[config.mk]
export PLATFORM = sky130hd
export DESIGN_NAME = z80_mem_responder
export DESIGN_NICKNAME = d
export VERILOG_FILES = /design/src/rtl/z80_mem_responder_pkg.sv /design/src/rtl/z80_mem_responder_mem_wait_timer.sv /design/src/rtl/z80_mem_responder.sv
export SDC_FILE = /design/constraint.sdc
export NUM_CORES = 1
export LEC_CHECK = 0
export ABC_AREA = 0
export CAP_MARGIN = 20
export CORE_ASPECT_RATIO = 0.8
export CORE_UTILIZATION = 35
export DETAILED_ROUTE_END_ITERATION = 6
export SYNTH_ARGS = -nofsm -noshare
export SYNTH_HDL_FRONTEND = slang
export SYNTH_SLANG_ARGS = --single-unit
[constraint.sdc]
create_clock -name clk -period 2.45 [get_ports clk]
set_clock_uncertainty 0.2 [all_clocks]
set_input_delay 0.49 -clock clk [delete_from_list [all_inputs] [get_ports clk]]
set_output_delay 0.49 -clock clk [all_outputs]
set_load 0.02 [all_outputs]
[src/rtl/z80_mem_responder_pkg.sv]
// Shared widths, FSM state encoding and error codes for the Z80 memory responder.
package z80_mem_responder_pkg;

    localparam int unsigned ADDR_W = 16;
    localparam int unsigned DATA_W = 8;
    localparam int unsigned ERR_W  = 2;
    localparam int unsigned WAIT_W = 4;

    typedef enum logic [1:0] {
        ST_IDLE = 2'd0,
        ST_REQ  = 2'd1,
        ST_HOLD = 2'd2,
        ST_DONE = 2'd3
    } state_e;

    localparam logic [ERR_W-1:0] ERR_NONE     = 2'd0;
    localparam logic [ERR_W-1:0] ERR_ROM_WR   = 2'd1;
    localparam logic [ERR_W-1:0] ERR_CONFLICT = 2'd2;
    localparam logic [ERR_W-1:0] ERR_TIMEOUT  = 2'd3;

endpackage

[src/rtl/z80_mem_responder_mem_wait_timer.sv]
// Loadable wait-state down-counter and timeout up-counter, both saturating,
// with decoded flags for the responder FSM.
module z80_mem_responder_mem_wait_timer
    import z80_mem_responder_pkg::*;
#(
    parameter int unsigned WAIT_STATES = 1,
    parameter int unsigned TIMEOUT     = 64
) (
    input  logic clk,
    input  logic reset,
    input  logic load_i,
    input  logic run_i,
    output logic wait_last_c_o,
    output logic timeout_c_o
);

    localparam int unsigned TW = $clog2(TIMEOUT + 1);

    logic [WAIT_W-1:0] wait_q, wait_d;
    logic [TW-1:0]     to_q, to_d;

    // wait_last: the wait counter reaches zero on the coming edge
    assign wait_last_c_o = (wait_q <= WAIT_W'(1));
    assign timeout_c_o   = (to_q == TW'(TIMEOUT - 1));

    always_comb begin
        wait_d = wait_q;
        to_d   = to_q;
        if (load_i) begin
            wait_d = WAIT_W'(WAIT_STATES);
            to_d   = '0;
        end else if (run_i) begin
            if (wait_q != '0) begin
                wait_d = wait_q - WAIT_W'(1);
            end
            if (!timeout_c_o) begin
                to_d = to_q + TW'(1);
            end
        end
    end

    always_ff @(posedge clk or posedge reset) begin
        if (reset) begin
            wait_q <= '0;
            to_q   <= '0;
        end else begin
            wait_q <= wait_d;
            to_q   <= to_d;
        end
    end

endmodule

[src/rtl/z80_mem_responder.sv]
// Memory-side responder for the Z80 core: bridges CPU memory cycles to a
// req/ack backing store with wait states, ROM write protection and timeout.
module z80_mem_responder
    import z80_mem_responder_pkg::*;
#(
    parameter int unsigned        WAIT_STATES  = 1,
    parameter logic [ADDR_W-1:0]  ROM_TOP      = 16'h3FFF,
    parameter int unsigned        TIMEOUT      = 64,
    parameter logic [DATA_W-1:0]  TIMEOUT_DATA = 8'hFF
) (
    input  logic              clk,
    input  logic              reset,
    input  logic              cpu_mreq,
    input  logic              cpu_rd,
    input  logic              cpu_wr,
    input  logic              cpu_m1,
    input  logic [ADDR_W-1:0] cpu_addr,
    input  logic [DATA_W-1:0] cpu_dout,
    output logic [DATA_W-1:0] cpu_din,
    output logic              cpu_wait,
    output logic              mem_req,
    output logic              mem_we,
    output logic [ADDR_W-1:0] mem_addr,
    output logic [DATA_W-1:0] mem_wdata,
    input  logic [DATA_W-1:0] mem_rdata,
    input  logic              mem_ack,
    output logic              err,
    output logic [ERR_W-1:0]  err_code
);

    state_e            state_q, state_d;
    logic [DATA_W-1:0] din_q, din_d;
    logic              wait_q, wait_d;
    logic              req_q, req_d;
    logic              we_q, we_d;
    logic [ADDR_W-1:0] addr_q, addr_d;
    logic [DATA_W-1:0] wdata_q, wdata_d;
    logic              err_q, err_d;
    logic [ERR_W-1:0]  code_q, code_d;

    logic start_c, conflict_c, rom_hit_c;
    logic tmr_load_c, tmr_run_c, wait_last_c, timeout_c;

    // M1 only tags cycles for statistics; it does not alter the access
    logic unused_m1;
    assign unused_m1 = cpu_m1;

    assign start_c    = cpu_mreq & (cpu_rd ^ cpu_wr);
    assign conflict_c = cpu_mreq & cpu_rd & cpu_wr;
    assign rom_hit_c  = (cpu_addr <= ROM_TOP);
    assign tmr_load_c = (state_q == ST_IDLE) & start_c;
    assign tmr_run_c  = (state_q == ST_REQ) | (state_q == ST_HOLD);

    z80_mem_responder_mem_wait_timer #(
        .WAIT_STATES (WAIT_STATES),
        .TIMEOUT     (TIMEOUT)
    ) u_timer (
        .clk           (clk),
        .reset         (reset),
        .load_i        (tmr_load_c),
        .run_i         (tmr_run_c),
        .wait_last_c_o (wait_last_c),
        .timeout_c_o   (timeout_c)
    );

    always_comb begin
        state_d = state_q;
        din_d   = din_q;
        wait_d  = wait_q;
        req_d   = req_q;
        we_d    = we_q;
        addr_d  = addr_q;
        wdata_d = wdata_q;
        err_d   = 1'b0;
        code_d  = code_q;
        case (state_q)
            ST_IDLE: begin
                if (conflict_c) begin
                    err_d   = 1'b1;
                    code_d  = ERR_CONFLICT;
                    state_d = ST_DONE;
                end else if (start_c) begin
                    addr_d  = cpu_addr;
                    wdata_d = cpu_dout;
                    we_d    = cpu_wr;
                    if (cpu_wr && rom_hit_c) begin
                        err_d  = 1'b1;
                        code_d = ERR_ROM_WR;
                        if (WAIT_STATES == 0) begin
                            state_d = ST_DONE;
                        end else begin
                            wait_d  = 1'b1;
                            state_d = ST_HOLD;
                        end
                    end else begin
                        req_d   = 1'b1;
                        wait_d  = 1'b1;
                        state_d = ST_REQ;
                    end
                end
            end
            ST_REQ: begin
                // An abandoned cycle still finishes on the bus; its result is dropped
                if (mem_ack) begin
                    req_d = 1'b0;
                    if (cpu_mreq) begin
                        if (!we_q) begin
                            din_d = mem_rdata;
                        end
                        state_d = ST_HOLD;
                    end else begin
                        wait_d  = 1'b0;
                        state_d = ST_IDLE;
                    end
                end else if (timeout_c) begin
                    req_d  = 1'b0;
                    err_d  = 1'b1;
                    code_d = ERR_TIMEOUT;
                    if (cpu_mreq) begin
                        if (!we_q) begin
                            din_d = TIMEOUT_DATA;
                        end
                        state_d = ST_HOLD;
                    end else begin
                        wait_d  = 1'b0;
                        state_d = ST_IDLE;
                    end
                end
            end
            ST_HOLD: begin
                if (!cpu_mreq) begin
                    wait_d  = 1'b0;
                    state_d = ST_IDLE;
                end else if (wait_last_c) begin
                    wait_d  = 1'b0;
                    state_d = ST_DONE;
                end
            end
            ST_DONE: begin
                if (!cpu_mreq) begin
                    state_d = ST_IDLE;
                end
            end
            default: begin
                state_d = ST_IDLE;
            end
        endcase
    end

    always_ff @(posedge clk or posedge reset) begin
        if (reset) begin
            state_q <= ST_IDLE;
            din_q   <= '0;
            wait_q  <= 1'b0;
            req_q   <= 1'b0;
            we_q    <= 1'b0;
            addr_q  <= '0;
            wdata_q <= '0;
            err_q   <= 1'b0;
            code_q  <= ERR_NONE;
        end else begin
            state_q <= state_d;
            din_q   <= din_d;
            wait_q  <= wait_d;
            req_q   <= req_d;
            we_q    <= we_d;
            addr_q  <= addr_d;
            wdata_q <= wdata_d;
            err_q   <= err_d;
            code_q  <= code_d;
        end
    end

    assign cpu_din   = din_q;
    assign cpu_wait  = wait_q;
    assign mem_req   = req_q;
    assign mem_we    = we_q;
    assign mem_addr  = addr_q;
    assign mem_wdata = wdata_q;
    assign err       = err_q;
    assign err_code  = code_q;

endmodule

* Word-level counts from Yosys, hierarchy flattened
Cells that the tools add are included.
Word-level totals: flip-flop bits (word level) 51, latch bits 0, memory bits (writable) 0, ROM bits 0, bits of input ports 39, logic and storage cells 104, memories 0
Cells by class: $add $sub $neg 2, multipliers 0, divide/modulo/power cells 0, magnitude comparators 2, equality and inequality tests 17, shift operators 0, mux-type cells 48, bitwise logic cells 8, reductions and logical operators 16
Operators by type and width (count):
- 2-to-1 mux 8 bit | 6
- 2-to-1 mux 2 bit | 14
- 2-to-1 mux 7 bit | 3
- AND reduction 5 bit | 4
- != test 2 bit, second input constant | 9
- 2-to-1 mux 1 bit | 17
- less-or-equal comparator 16 x 14 -> 1 bit, second input constant | 1
- 2-to-1 mux 4 bit | 3
- case mux 2 bit (4 select lines) | 1
- nonzero test 2 bit | 4
- adder 7 x 1 -> 7 bit, second input constant | 1
- equality test 7 x 6 -> 1 bit, second input constant | 1
- != test 3 x 2 -> 1 bit, second input constant | 2
- != test 3 bit, second input constant | 2
- AND 1 bit | 4
- equality test 2 bit, second input constant | 2
- less-or-equal comparator 4 x 1 -> 1 bit, second input constant | 1
- case mux 1 bit (2 select lines) | 2
- case mux 2 bit (2 select lines) | 1
- AND reduction 2 bit | 2
- AND reduction 4 bit | 1
- nonzero test 4 bit | 1
- subtractor 4 x 1 -> 4 bit, second input constant | 1
- case mux 1 bit (3 select lines) | 1
- other kinds (8) | 9

* Longest topological paths before layout
Gate-level depths: netlist of run 1.
word-level depth 6, gate-level depth with buffers 7, mapped depth without buffers 6

* Cells and area by module
Synthesis of run 1 repeated with hierarchy kept, for this count alone.
Unflattened totals: cell total of the unflattened synthesis 213, area, all modules 2553.7 µm²
Modules (own cells, without submodules):
- z80_mem_responder | instances 1, cells an instance 153, area an instance 1968.1 µm², sequential area each 1001.0 µm²
- z80_mem_responder_mem_wait_timer | instances 1, cells an instance 60, area an instance 585.6 µm², sequential area each 275.3 µm²

* Least setup slack after synthesis of run 1
OpenSTA, ideal clock, no wires.
kind flip-flop to flip-flop, start register state_q[0], end register addr_q[0] (netlist: mem_addr[0]), setup time 0.125 ns, arrival 1.639 ns, data required time 2.125 ns, setup slack 0.486 ns, stages on the path, launching flop included 8, path through dfrtp_1 > inv_1 > ha_1 > clkbuf_1 > inv_1 > nor2_8 > buf_12 > mux2_4
On the way: cells in the longest elaborated chain, start to end 2
Ends and longest elaborated chain:
- from (decl) | line z80_mem_responder.sv:31 | state_e state_q, state_d;
- from (signal assigned) | line z80_mem_responder.sv:162 | state_q <= state_d;
- logical NOT 2 bit | line z80_mem_responder.sv:76 | case (state_q)
- AND reduction 3 bit (no source line)
- to (signal assigned) | line z80_mem_responder.sv:167 | addr_q <= addr_d;
- to (decl) | line z80_mem_responder.sv:36 | logic [ADDR_W-1:0] addr_q, addr_d;
Every way passes these cells. A chain may end at the register's enable or synchronous reset.

* Worst setup path after layout of run 1
start register u_timer.wait_q[0], end register state_q[0]
On the way: cells in the longest elaborated chain, start to end 3
Ends and longest elaborated chain:
- from (decl) | line z80_mem_responder_mem_wait_timer.sv:19 | logic [WAIT_W-1:0] wait_q, wait_d;
- from (signal assigned) | line z80_mem_responder_mem_wait_timer.sv:47 | wait_q <= wait_d;
- less-or-equal comparator 4 x 1 -> 1 bit | line z80_mem_responder_mem_wait_timer.sv:23 | assign wait_last_c_o = (wait_q <= WAIT_W'(1));
- != test 3 x 2 -> 1 bit (no source line)
- AND reduction 4 bit (no source line)
Every way passes these cells.

==> run summary, run 1 <==
The sequential group share of total power is 0.341, and the initial antenna violation count is 0. The switching power as a share of total power is 0.366, and the count of unique library cells instantiated by Yosys is 49. The most common cell in the synthesized netlist is sky130_fd_sc_hd__dfrtp_1. The final critical-path share of the clock period was 0.872; the post-route total power was 4.44 mW.

Grouping stages by cell kind, the critical path spends the most delay in compound AO/OA/AOI/OAI gates. The fraction of registers with async set or reset after synthesis is 1.00, and the max-cap check violation count is 0. The worst setup path is captured at a flip-flop. TritonCTS built the clock tree. The signal on the critical path passes through inv_1 -> ha_1 -> nor2_1 -> o311ai_0 -> nand4_1 -> mux2_2.

For this run, the slowest stage of the critical path takes 510 ps. The H-tree was split into 2 levels. In this run the vertical extent of the chip is 78.5 um. For this run, the leading register cell type out of synthesis is sky130_fd_sc_hd__dfrtp_1. The largest fanout on the critical path is 4, and the total number of vias is 1754.

For this design the top-level I/O count stands at 77. In this run the standard cell core region covers 0.00696 mm^2. The via count of the first global-routing pass was 1763; the power density relative to cell area was 1240 mW/mm^2. Share of the yosys chip area belonging to registers: 0.499.

The proportion of layout cells with a drive suffix above 1 is 0.211, and the count of hold buffers inserted by post-cts repair is 0. The longest clock path from root to sink contains 2 buffers. The number of flops mapped to enable cells by yosys was 0; the number of DRC markers in iteration 0 was 48. The effective utilization at floorplan was 0.367. For the pin with the worst max-slew slack, the measured transition is 591 ps. Setup repair after global routing left no endpoint under its margin.

Entering global routing, the biggest net connects 52 pins. The number of design rule violations left after detail routing is 0, and the internal power component is 2.81 mW. Based on the critical path, the design can be clocked at up to 468 MHz.

Source-to-sink clock delay at the later pin of the worst-skew pair: 290 ps. After legalization and detailed placement, the total HPWL measured 3720 um. In the post-synthesis netlist, the biggest area contributors are sky130_fd_sc_hd__dfrtp_1 50%, sky130_fd_sc_hd__mux2_4 12%, sky130_fd_sc_hd__mux2_2 6.2%. Clock-pin slew was measured on the worst setup and hold paths at 90 ps.

The logs give 246 for the net count after synthesis and 0.601 for the worst slew slack as a fraction of its limit. The minimum clock period is 2140 ps, and the data required time of the worst path is 2440 ps. Share of the synthesized area in the top cell type: 0.499. In this run the worst hold path is classified as reg2reg. The count of warnings emitted by yosys is 0, and the layout-stage area growth over the synthesis result is 39.6%. Clock tree synthesis selected as its root buffer the cell sky130_fd_sc_hd__clkbuf_8. In this run the power spent charging and discharging nets is 1.62 mW.

The tools report the final count of negative-setup-slack endpoints as 0. Once the clock tree was built, the resizer swapped 0 gates to a different size. The flow ran to the end, and the final reports show no timing, DRC or antenna violations. The logs give 5160 um for the total wirelength of the detailed-routed design and 5 for the number of buffers inserted during clock tree synthesis.

Number of hold violations in the final report: 0. The run gives 0.539 as the part of the total power dissipated in combinational logic. The number of buffers inserted by port buffering came out at 75.

The number of instances in the placed design is 363, and the area enclosed by the die boundary is 0.00765 mm^2. For this run, the post-layout net count is 331. The count of cells in the finished layout, fillers not included, comes to 371.

Data arrives at the worst endpoint at 2120 ps. Total number of clock tree sinks: 51. The worst path buffer plus inverter count is 1, and the total negative slack is 0 ps. The logs give 0 for the number of buffers inserted to repair setup after CTS and 27 for the floorplan row count.

The logs give 0 for the antenna diode count and 0 for the number of routed nets with antenna violations. IR analysis of the VDD net gives a maximum drop of 0.572 mV. The slowest stage of the critical path is the sky130_fd_sc_hd__o311ai_0 cell.

After technology mapping, the gate count stands at 198. The tools report the number of detailed-route iterations in the first pass as 4. In this run, synthesis produced a sequential element count of 51. At the end of routability-driven placement, the weighted congestion stood at 0.784. Global-route wire length before repair: 8690 um. Ranked by instance count, the synthesized netlist is headed by 51 x sky130_fd_sc_hd__dfrtp_1, 21 x sky130_fd_sc_hd__mux2_4, 14 x sky130_fd_sc_hd__mux2_2. The synthesized netlist occupies a cell area of 0.00256 mm^2. The run gives 0.119 as the clock group share of total power. The per-cell routed wire length was 13.9 um. From left edge to right edge, the die measures 97.6 um. The analysis attributes to cell leakage a power of 1.56 nW. After detailed routing, the number of vias per cell comes to 4.73. The worst setup path is launched from a flip-flop.

The total routing resource utilization after global routing is 0.141, and the average cell area after synthesis is 12.9 um^2. For this run the aggregate overflow at the end of global routing stands at 0. The synthesized design spends more area on one cell type than any other, namely sky130_fd_sc_hd__dfrtp_1. The critical path start-end classification was reg2reg. The tools report the number of pins exceeding their max-slew limit in the final report as 0.
## state kept, by name, summed over array words and instances (netlist names)
name and cells:
mem_addr 16, cpu_din 8, mem_wdata 8, u_timer.to_q 7
u_timer.wait_q 4, err_code 2, state_q 2, cpu_wait 1
err 1, mem_req 1, mem_we 1
## stage by stage
step | utilization | hold WS, ps | setup slack, ps | area (um^2)
floorplan | - | 267 | 486 | 2560
global placement | 0.498 | 288 | 89.2 | 3470
detailed placement | 0.498 | 294 | 91.5 | 3470
CTS | 0.513 | 316 | 328 | 3570
global route | 0.513 | 334 | 130 | 3570
finish | 0.513 | 313 | 314 | 3570
## cell families after synthesis
family | after synthesis | synth area share
buffers and inverters | 15 | 0.0426
xor gates and xnor gates | 9 | 0.0308
muxes | 37 | 0.193
DFF | 51 | 0.499
AOI/OAI and AO/OA | 28 | 0.0802
adders and majority gates | 9 | 0.0440
and+or+nand+nor | 49 | 0.111
## worst paths after layout
check                             startpoint                end  slack [ps]  depth (start not counted)
hold reg to reg                   cpu_din[2]         cpu_din[2]         310                          1
max in group asynchronous              reset  u_timer.wait_q[2]        1470                          3
setup / recovery           u_timer.wait_q[0]         state_q[0]         310                          6
min in group asynchronous              reset        mem_addr[5]         350                          3
hold / removal                    cpu_din[2]         cpu_din[2]         310                          1
setup reg to reg           u_timer.wait_q[0]         state_q[0]         310                          6
## worst register-to-register path, cell delays in order, from the launching register on
cell,delay [ps]
sky130_fd_sc_hd__dfrtp_1,420
sky130_fd_sc_hd__inv_1,70
sky130_fd_sc_hd__ha_1,200
sky130_fd_sc_hd__nor2_1,70
sky130_fd_sc_hd__o311ai_0,510
sky130_fd_sc_hd__nand4_1,240
sky130_fd_sc_hd__mux2_2,320
## layout make-up
type / instances / area [um^2]
tap: 87 / 109
timing repair buffer: 86 / 883
sequential: 51 / 1280
inverter: 7 / 26.3
clock inverter: 1 / 7.51
multi-input combinational: 132 / 1170
fill: 619 / 3390
clock buffer: 7 / 96.3
## metal layers
| layer | up-vias | share of wire | wire, um | global-route usage |
|---|---|---|---|---|
| met3 | 2 | 0.064 | 328 | 0.0365 |
| li1 | 873 | - | - | - |
| met2 | 50 | 0.44 | 2270 | 0.215 |
| met4 | 0 | 0.0052 | 27 | 0.0397 |
| met1 | 829 | 0.49 | 2540 | 0.198 |
| met5 | - | 0 | 0 | 0 |
## layout by cell type (no fill, tap or decap), types with 2 or more instances in the layout
master	netlist	layout
sky130_fd_sc_hd__and2_2	2	2
sky130_fd_sc_hd__nand2b_1	9	9
sky130_fd_sc_hd__inv_1	7	6
sky130_fd_sc_hd__nor2_1	13	13
sky130_fd_sc_hd__nand4_1	2	2
sky130_fd_sc_hd__xor2_1	7	7
sky130_fd_sc_hd__mux2i_1	2	2
sky130_fd_sc_hd__mux2_4	21	21
sky130_fd_sc_hd__buf_12	2	4
sky130_fd_sc_hd__dfrtp_1	51	51
sky130_fd_sc_hd__a2bb2oi_1	2	2
sky130_fd_sc_hd__o211ai_1	3	3
sky130_fd_sc_hd__mux2_2	14	14
sky130_fd_sc_hd__buf_4	1	7
sky130_fd_sc_hd__ha_1	9	9
sky130_fd_sc_hd__clkbuf_8	0	7
sky130_fd_sc_hd__and3_1	3	3
sky130_fd_sc_hd__clkdlybuf4s50_1	0	75
sky130_fd_sc_hd__a31oi_1	2	2
sky130_fd_sc_hd__xnor2_1	2	2
sky130_fd_sc_hd__nand3_1	3	3
sky130_fd_sc_hd__nor2b_1	2	2
sky130_fd_sc_hd__o21ai_0	3	3
sky130_fd_sc_hd__nand2_1	6	6
sky130_fd_sc_hd__a211oi_1	2	2
sky130_fd_sc_hd__a21oi_1	3	3
## power by group through the flow
stage	logic (mW)	clock network, mW	registers [mW]
after CTS	2.41	0.558	1.52
after detailed placement	2.41	0	1.52
after floorplan	1.11	0	1.88
after global placement	2.38	0	1.52
after global routing	2.57	0.590	1.58
final	2.39	0.529	1.52
Note: power is estimated with default switching activity, not from simulation.
==> run 2, diff against run 1 <==
--- a/constraint.sdc
+++ b/constraint.sdc
@@ -4,2 +4,2 @@
 set_output_delay 0.49 -clock clk [all_outputs]
-set_load 0.02 [all_outputs]
+set_load 0.05 [all_outputs]
==> results of run 2 <==
Same layout as run 1 (identical final DEF). Status: finished clean.
Main changes from that run: setup slack after layout 314 ps -> 270 ps; start point of the critical path u_timer.wait_q[0] -> mem_wdata[1]; end point of the critical path state_q[0] -> mem_wdata[1]; total power 4.44 mW -> 5.15 mW; worst IR drop on VDD 0.572 mV -> 0.767 mV
